--- src/rtl/cic_pkg.sv ---
// Shared types and elaboration helpers for the CIC decimator slice.
package cic_pkg;

  typedef enum logic {
    UNIPOLAR = 1'b0,
    BIPOLAR  = 1'b1
  } cic_coding_e;

  // Word growth of an N-stage CIC at D = 2^max_log2, plus sign and headroom.
  function automatic int cic_width(input int order, input int max_log2);
    return order * max_log2 + 32'sd2;
  endfunction

  // Zero or out-of-range selectors fall back to the largest decimation.
  function automatic int clamp_sel(input int sel, input int max_log2);
    int r;
    if ((sel == 32'sd0) || (sel > max_log2)) begin
      r = max_log2;
    end else begin
      r = sel;
    end
    return r;
  endfunction

endpackage

--- src/rtl/cic_comb_stage.sv ---
// One registered CIC differentiator; data advances only with a valid sample,
// the valid bit advances every cycle.
module cic_comb_stage #(
  parameter int W = 26
) (
  input  logic                clk,
  input  logic                reset,
  input  logic signed [W-1:0] din,
  input  logic                vin,
  output logic signed [W-1:0] dout,
  output logic                vout
);

  logic signed [W-1:0] dly_r;

  // Difference against the previous valid sample, then remember this one.
  always_ff @(posedge clk) begin
    if (reset) begin
      dout  <= '0;
      dly_r <= '0;
      vout  <= 1'b0;
    end else begin
      vout <= vin;
      if (vin) begin
        dout  <= din - dly_r;
        dly_r <= din;
      end
    end
  end

endmodule

--- src/rtl/cic_decimator.sv ---
// N-th order CIC decimator for a 1-bit sigma-delta stream with runtime
// power-of-two ratio, gain normalisation and post-change output suppression.
module cic_decimator #(
  parameter int ORDER          = 3,
  parameter int MAX_DECIM_LOG2 = 8,
  parameter int BIPOLAR        = 1,
  parameter int NUMBITS        = cic_pkg::cic_width(ORDER, MAX_DECIM_LOG2),
  parameter int SEL_W          = $clog2(MAX_DECIM_LOG2 + 1)
) (
  input  logic                      clk,
  input  logic                      reset,
  input  logic                      in,
  input  logic                      enable,
  input  logic [SEL_W-1:0]          decim_sel,
  output logic signed [NUMBITS-1:0] out,
  output logic                      out_valid
);

  import cic_pkg::*;

  localparam int CNT_W  = MAX_DECIM_LOG2;
  localparam int WARM_W = $clog2(ORDER + 1);
  localparam int SH_W   = $clog2(ORDER * MAX_DECIM_LOG2 + 1);
  localparam cic_coding_e CODING_C = (BIPOLAR != 0) ? cic_pkg::BIPOLAR : cic_pkg::UNIPOLAR;
  localparam logic signed [NUMBITS-1:0] ONE_C       = NUMBITS'(1);
  localparam logic signed [NUMBITS-1:0] MINUS_ONE_C = {NUMBITS{1'b1}};
  localparam logic [WARM_W-1:0]         WARM_MAX_C  = WARM_W'(ORDER);

  logic signed [NUMBITS-1:0] x_s;
  logic signed [NUMBITS-1:0] acc_r [ORDER];
  logic [CNT_W-1:0]          cnt_r;
  logic [CNT_W:0]            term_s;
  logic [SEL_W-1:0]          dlog_r;
  logic [SEL_W-1:0]          sel_new_s;
  logic                      tick_s;
  logic                      chg_s;
  logic [SEL_W-1:0]          dlog_pipe_r [ORDER];
  logic                      restart_pipe_r [ORDER];
  logic signed [NUMBITS-1:0] comb_d_s [ORDER+1];
  logic                      comb_v_s [ORDER+1];
  logic [SH_W-1:0]           shamt_s;
  logic [WARM_W-1:0]         warm_r;

  // Map the modulator bit onto a signed sample.
  always_comb begin
    x_s = '0;
    case (CODING_C)
      cic_pkg::BIPOLAR:  x_s = in ? ONE_C : MINUS_ONE_C;
      cic_pkg::UNIPOLAR: x_s = in ? ONE_C : '0;
      default:           x_s = '0;
    endcase
  end

  // Frame terminal count, rate selection and change detection at the tick.
  always_comb begin
    term_s    = ({{CNT_W{1'b0}}, 1'b1} << dlog_r) - {{CNT_W{1'b0}}, 1'b1};
    tick_s    = enable & (cnt_r == term_s[CNT_W-1:0]);
    sel_new_s = SEL_W'(clamp_sel(int'(decim_sel), MAX_DECIM_LOG2));
    chg_s     = tick_s & (sel_new_s != dlog_r);
    shamt_s   = SH_W'(ORDER * (MAX_DECIM_LOG2 - int'(dlog_pipe_r[ORDER-1])));
  end

  // Integrator cascade; modular wrap is harmless because the combs undo it.
  always_ff @(posedge clk) begin
    if (reset) begin
      for (int k = 0; k < ORDER; k++) begin
        acc_r[k] <= '0;
      end
    end else if (enable) begin
      acc_r[0] <= acc_r[0] + x_s;
      for (int k = 1; k < ORDER; k++) begin
        acc_r[k] <= acc_r[k] + acc_r[k-1];
      end
    end
  end

  // Decimation counter; a new ratio is adopted only when a frame closes.
  always_ff @(posedge clk) begin
    if (reset) begin
      cnt_r  <= '0;
      dlog_r <= SEL_W'(MAX_DECIM_LOG2);
    end else if (tick_s) begin
      cnt_r  <= '0;
      dlog_r <= sel_new_s;
    end else if (enable) begin
      cnt_r <= cnt_r + CNT_W'(1);
    end
  end

  // Ratio and restart tags travel alongside each sample through the combs,
  // so overlapping samples at small D keep their own normalisation.
  always_ff @(posedge clk) begin
    if (reset) begin
      for (int k = 0; k < ORDER; k++) begin
        dlog_pipe_r[k]    <= '0;
        restart_pipe_r[k] <= 1'b0;
      end
    end else begin
      dlog_pipe_r[0]    <= dlog_r;
      restart_pipe_r[0] <= chg_s;
      for (int k = 1; k < ORDER; k++) begin
        dlog_pipe_r[k]    <= dlog_pipe_r[k-1];
        restart_pipe_r[k] <= restart_pipe_r[k-1];
      end
    end
  end

  assign comb_d_s[0] = acc_r[ORDER-1];
  assign comb_v_s[0] = tick_s;

  for (genvar k = 0; k < ORDER; k++) begin : g_comb
    cic_comb_stage #(
      .W (NUMBITS)
    ) u_stage (
      .clk   (clk),
      .reset (reset),
      .din   (comb_d_s[k]),
      .vin   (comb_v_s[k]),
      .dout  (comb_d_s[k+1]),
      .vout  (comb_v_s[k+1])
    );
  end

  // Normalise and qualify results. The sample closing the old-rate frame is
  // still clean; the warm-up restarts right after it.
  always_ff @(posedge clk) begin
    if (reset) begin
      out       <= '0;
      out_valid <= 1'b0;
      warm_r    <= '0;
    end else begin
      out_valid <= 1'b0;
      if (comb_v_s[ORDER]) begin
        out <= comb_d_s[ORDER] <<< shamt_s;
        if (restart_pipe_r[ORDER-1]) begin
          out_valid <= (warm_r == WARM_MAX_C);
          warm_r    <= '0;
        end else if (warm_r == WARM_MAX_C) begin
          out_valid <= 1'b1;
        end else begin
          warm_r <= warm_r + WARM_W'(1);
        end
      end
    end
  end

endmodule

--- config.mk ---
export PLATFORM = sky130hd
export DESIGN_NAME = cic_decimator
export DESIGN_NICKNAME = d
export VERILOG_FILES = /design/src/rtl/cic_pkg.sv /design/src/rtl/cic_comb_stage.sv /design/src/rtl/cic_decimator.sv
export SDC_FILE = /design/constraint.sdc
export NUM_CORES = 1
export LEC_CHECK = 0
export ABC_AREA = 1
export BUFFER_PORTS_ARGS = -buffer_cell sky130_fd_sc_hd__buf_4
export CORE_ASPECT_RATIO = 1.1
export CORE_UTILIZATION = 55
export DETAILED_ROUTE_END_ITERATION = 10
export GPL_TIMING_DRIVEN = 0
export HOLD_SLACK_MARGIN = 0.1
export PLACE_DENSITY = 0.71
export SLEW_MARGIN = 20
export SYNTH_ARGS = -nofsm -noshare
export SYNTH_HDL_FRONTEND = slang
export SYNTH_SLANG_ARGS = --single-unit
--- constraint.sdc ---
create_clock -name clk -period 6.7 [get_ports clk]
set_input_delay 1.34 -clock clk [delete_from_list [all_inputs] [get_ports clk]]
set_output_delay 1.34 -clock clk [all_outputs]
set_load 0.005 [all_outputs]
==> results_tabular.tex <==
\begin{tabular}{lr}
\hline
Metric & Value \\
\hline
\multicolumn{2}{l}{\textbf{Global routing}} \\
\quad Via count of the first global-routing pass & 21,380 \\
\quad Pin count of the biggest net entering global routing & 41 \\
\quad Global Route Usage Sum & 0.3316 \\
\quad Overall overflow remaining after global route & 0 \\
\quad Number of antenna violations at the first check in global routing & 0 \\
\quad First-pass GRT wire length & 105.8 mm \\
\multicolumn{2}{l}{\textbf{Power and ir drop}} \\
\quad PnR Total Power & 4802 uW \\
\quad Worst VDD drop & 0.2072 mV \\
\quad Internal cell power & 3256 uW \\
\quad Total power density per cell area & 200.5 nW/um\^{}2 \\
\quad Leak Pwr & 0.01183 uW \\
\quad Clock network fraction of total power & 0.393 \\
\quad Combinational Power Share & 0.199 \\
\quad Net switching power & 1546 uW \\
\quad Fraction of power spent switching nets & 0.3220 \\
\quad Sequential cell fraction of total power & 0.408 \\
\multicolumn{2}{l}{\textbf{Floorplan}} \\
\quad Starting utilization of the core area & 0.5590 \\
\quad Core Rows & 76 \\
\quad Width of the chip & 192.3 um \\
\quad Die height & 211.3 um \\
\quad Number of top-level design ports & 35 \\
\quad DIE AREA & 40,620 um\^{}2 \\
\quad Core area & 39,180 um\^{}2 \\
\multicolumn{2}{l}{\textbf{Setup path}} \\
\quad Timing startpoint of the critical path & reset \\
\quad Worst endpoint required time & 7000 ps \\
\quad Capturing element type of the critical path & register \\
\quad Launch instance of the worst register-to-register path & dlog\_pipe\_r[0][8] \\
\quad Most frequent cell on the critical path & buf\_1 \\
\quad Capturing point of the worst reg2reg path & out[22] \\
\quad Startpoint types & input port \\
\quad R2R Setup Slk & 3050 ps \\
\quad Critical Path, Cell by Cell & clkbuf\_1, inv\_2, buf\_1, buf\_1, nand2\_4, buf\_12 \\
\quad Slowest stage delay, CP & 710 ps \\
\quad Worst setup path category & input port to register \\
\quad Critical path's slowest cell & buf\_1 \\
\quad Arrival @ worst endpoint & 4110 ps \\
\quad Highest fanout seen on the critical path & 40 \\
\quad Depth of the worst register-to-register path & 15 \\
\multicolumn{2}{l}{\textbf{Routing}} \\
\quad Total via count after detailed routing & 22,510 \\
\quad Wire length per cell after detailed routing & 16.33 um \\
\quad DRC Markers & 0 \\
\quad Via/cell ratio & 5.509 \\
\quad Final routed wirelength across all metal layers & 66.74 mm \\
\quad Initial drt markers & 1,383 \\
\quad Post-detailed-route count of antenna-violating nets & 0 \\
\quad Detailed Routing Iterations Pass 1 & 5 \\
\multicolumn{2}{l}{\textbf{Clocking}} \\
\quad Clock tree from TritonCTS & done \\
\quad Number of instances resized during post-cts repair & 0 \\
\quad Clk pin slew, worst setup/hold paths & 60 ps \\
\quad CTS H-tree lvls & 2 \\
\quad Clk Latency, worst-skew pair & 570 ps \\
\quad Post-CTS setup buffer count & 0 \\
\quad Number of sinks on the clock net & 293 \\
\quad Total clock buffers created by CTS & 36 \\
\quad Cell chosen for the clock root & clkbuf\_16 \\
\quad Max Root-Sink Buffers & 3 \\
\quad Number of hold buffers added after CTS & 0 \\
\multicolumn{2}{l}{\textbf{Worst hold path}} \\
\quad Beginning of the worst hold path & dlog\_pipe\_r[0][2] \\
\quad Type of the tightest min-delay check & register to register \\
\quad Number of cells on the worst hold path & 2 \\
\quad Hold Path Sink & dlog\_pipe\_r[0][6] \\
\multicolumn{2}{l}{\textbf{Synthesis}} \\
\quad Fraction of post-synthesis cell area in the top cell type by area & 0.1965 \\
\quad Cell types occupying the most area after synthesis & dfxtp\_1 (20\%), nand2\_1 (18\%), edfxtp\_1 (11\%), ha\_1 (8.9\%), inv\_1 (8.5\%) \\
\quad Number of warnings issued by yosys & 0 \\
\quad Gate count of the mapped netlist & 3,479 \\
\quad Synthesized netlist net count & 3,650 \\
\quad Count of distinct cell types in the synthesized netlist & 43 \\
\quad Register bit count reported by yosys & 293 \\
\quad Part of the Yosys area used for sequential elements & 0.3035 \\
\quad Post-synth top area cell & dfxtp\_1 \\
\quad Cell area after technology mapping & 21,900 um\^{}2 \\
\quad Avg Cell Area, Syn & 6.295 um\^{}2 \\
\multicolumn{2}{l}{\textbf{Placement}} \\
\quad Detailed-placement wirelength estimate & 53.64 mm \\
\quad Buffers on Ports & 33 \\
\quad Last weighted congestion value of the routability-driven placer & 0.9915 \\
\multicolumn{2}{l}{\textbf{STA}} \\
\quad Final hold violation count & 0 \\
\quad Fin crit share & 0.5693 \\
\quad Largest clock skew in the final design & 14.74 ps \\
\quad Time the worst path needs with I/O delays and setup & 3814 ps \\
\quad Total count of max-transition violations in the final report & 0 \\
\quad Sum of negative setup slack & 0 ps \\
\quad Normalized max-slew margin & 0.2456 \\
\quad Transition time at the pin with the least slew margin & 1127 ps \\
\quad Setup repair after global routing missed its margin & no \\
\quad Max frequency & 262.2 MHz \\
\quad Setup violations, final & 0 \\
\multicolumn{2}{l}{\textbf{Layout}} \\
\quad Filler cell count in the final layout & 3,865 \\
\quad Number of nets in the final layout & 3,722 \\
\quad Layout cells sized above 1 & 0.03716 \\
\quad Diodes inserted & 0 \\
\quad Most common library cell in the layout ignoring fill and taps & nand2\_1 \\
\quad Synth-to-Final Area Change & 9.341\% \\
\quad Commonest non-fill, non-tap cells in the layout & nand2\_1 (1,048), inv\_1 (494), nor2\_1 (366) \\
\multicolumn{2}{l}{\textbf{Outcome}} \\
\quad Result of the run & completed \\
\multicolumn{2}{l}{\textbf{Job}} \\
\quad Total of max-cap violations & 0 \\
\hline
\end{tabular}
==> how the worst max path moves through the flow <==
stage	endpoint	slack, ps	depth (start not counted)
4_1_cts	acc_r[0][10]	2880	6
2_1_floorplan	acc_r[0][0]	2410	5
6_report	acc_r[0][37]	2890	6
3_3_place_gp	acc_r[0][8]	180	5
5_1_grt	out[22]	2750	15
3_5_place_dp	acc_r[0][6]	2300	6
==> power by group through the flow <==
| stage | Clock, uW | Combinational, uW | Sequential [uW] |
|---|---|---|---|
| 4_1_cts | 1920 | 943 | 1960 |
| 5_1_grt | 1990 | 1080 | 1960 |
| 3_3_place_gp | 0 | 918 | 2000 |
| 6_report | 1890 | 956 | 1960 |
| 3_5_place_dp | 0 | 937 | 2000 |
| 2_1_floorplan | 0 | 711 | 1950 |
==> flip-flops by register name, indices dropped and copies added (netlist names) <==
| register | flops |
|---|---|
| cnt_r | 8 |
| warm_r | 2 |
| g_comb.u_stage.dout | 78 |
| g_comb.u_stage.dly_r | 78 |
| out_valid | 1 |
| dlog_pipe_r | 12 |
| out | 26 |
| g_comb.u_stage.vout | 3 |
| restart_pipe_r | 3 |
| acc_r | 78 |
| dlog_r | 4 |
==> synthesized netlist by cell type (all sizes together) <==
master,count
o21ai,195
or2,3
dfxtp,215
clkbuf,52
fa,7
buf,33
clkinv,2
a31oi,1
a21oi,287
a21boi,3
nand2,1054
o21a,16
inv,498
nand3,315
nor3b,2
edfxtp,78
o21bai,17
a21o,10
a31o,2
o2111ai,1
o211ai,5
nor4,2
o211a,1
ha,156
nand4,50
xor2,35
nor3,34
and3,2
and2,7
nand3b,6
xnor2,18
nor2,372
==> stage by stage <==
| stage | util | setup slack [ps] | cell area [um^2] | hold slack [ps] | cells |
|---|---|---|---|---|---|
| 6_report | 0.6112 | 2886 | 23950 | 401.8 | 4086 |
| 5_1_grt | 0.6112 | 2749 | 23950 | 409.5 | 4086 |
| 4_1_cts | 0.6112 | 2880 | 23950 | 401.0 | 4086 |
| 3_5_place_dp | 0.5822 | 2299 | 22810 | 394.4 | 4020 |
| 3_3_place_gp | 0.5815 | 177.1 | 22780 | 390.2 | 4019 |
| 2_1_floorplan | - | 2407 | 21900 | 388.3 | 3479 |
==> final cells by class <==
cell class	instances	area, um^2	share of cell area
Multi-Input combinational cell	2601	13000	0.5430
Sequential cell	293	6646	0.2776
Inverter	500	1878	0.07843
Clock buffer	46	989.7	0.04133
Tap cell	507	634.4	0.02649
Buffer	85	380.4	0.01588
Timing Repair Buffer	34	267.8	0.01118
Clock inverter	20	146.4	0.006113
==> worst max-delay path: cells and delay by family <==
kind                   cells  cell delay, ps
buffers and inverters      5            2170
AND/OR/NAND/NOR            1             530
==> metal layers <==
metal  wire length (um)  vias to the layer above  GRT usage
met5                  0                        -          0
met4               4650                        0     0.2142
met3               2708                      218    0.04569
met2              33300                      602     0.6025
met1              26090                    10290     0.3564
li1                   -                    11400          -
==> kinds of logic after synthesis <==
logic type | Yosys count | share of synthesized area
XOR/XNOR | 53 | 0.02120
buffers and inverters | 585 | 0.1031
AND/OR/NAND/NOR | 1847 | 0.3469
flip-flops | 293 | 0.3035
adder cells (fa/ha/maj) | 163 | 0.09553
AO/OA/AOI/OAI | 538 | 0.1297
(Power assumes the default switching activity.)
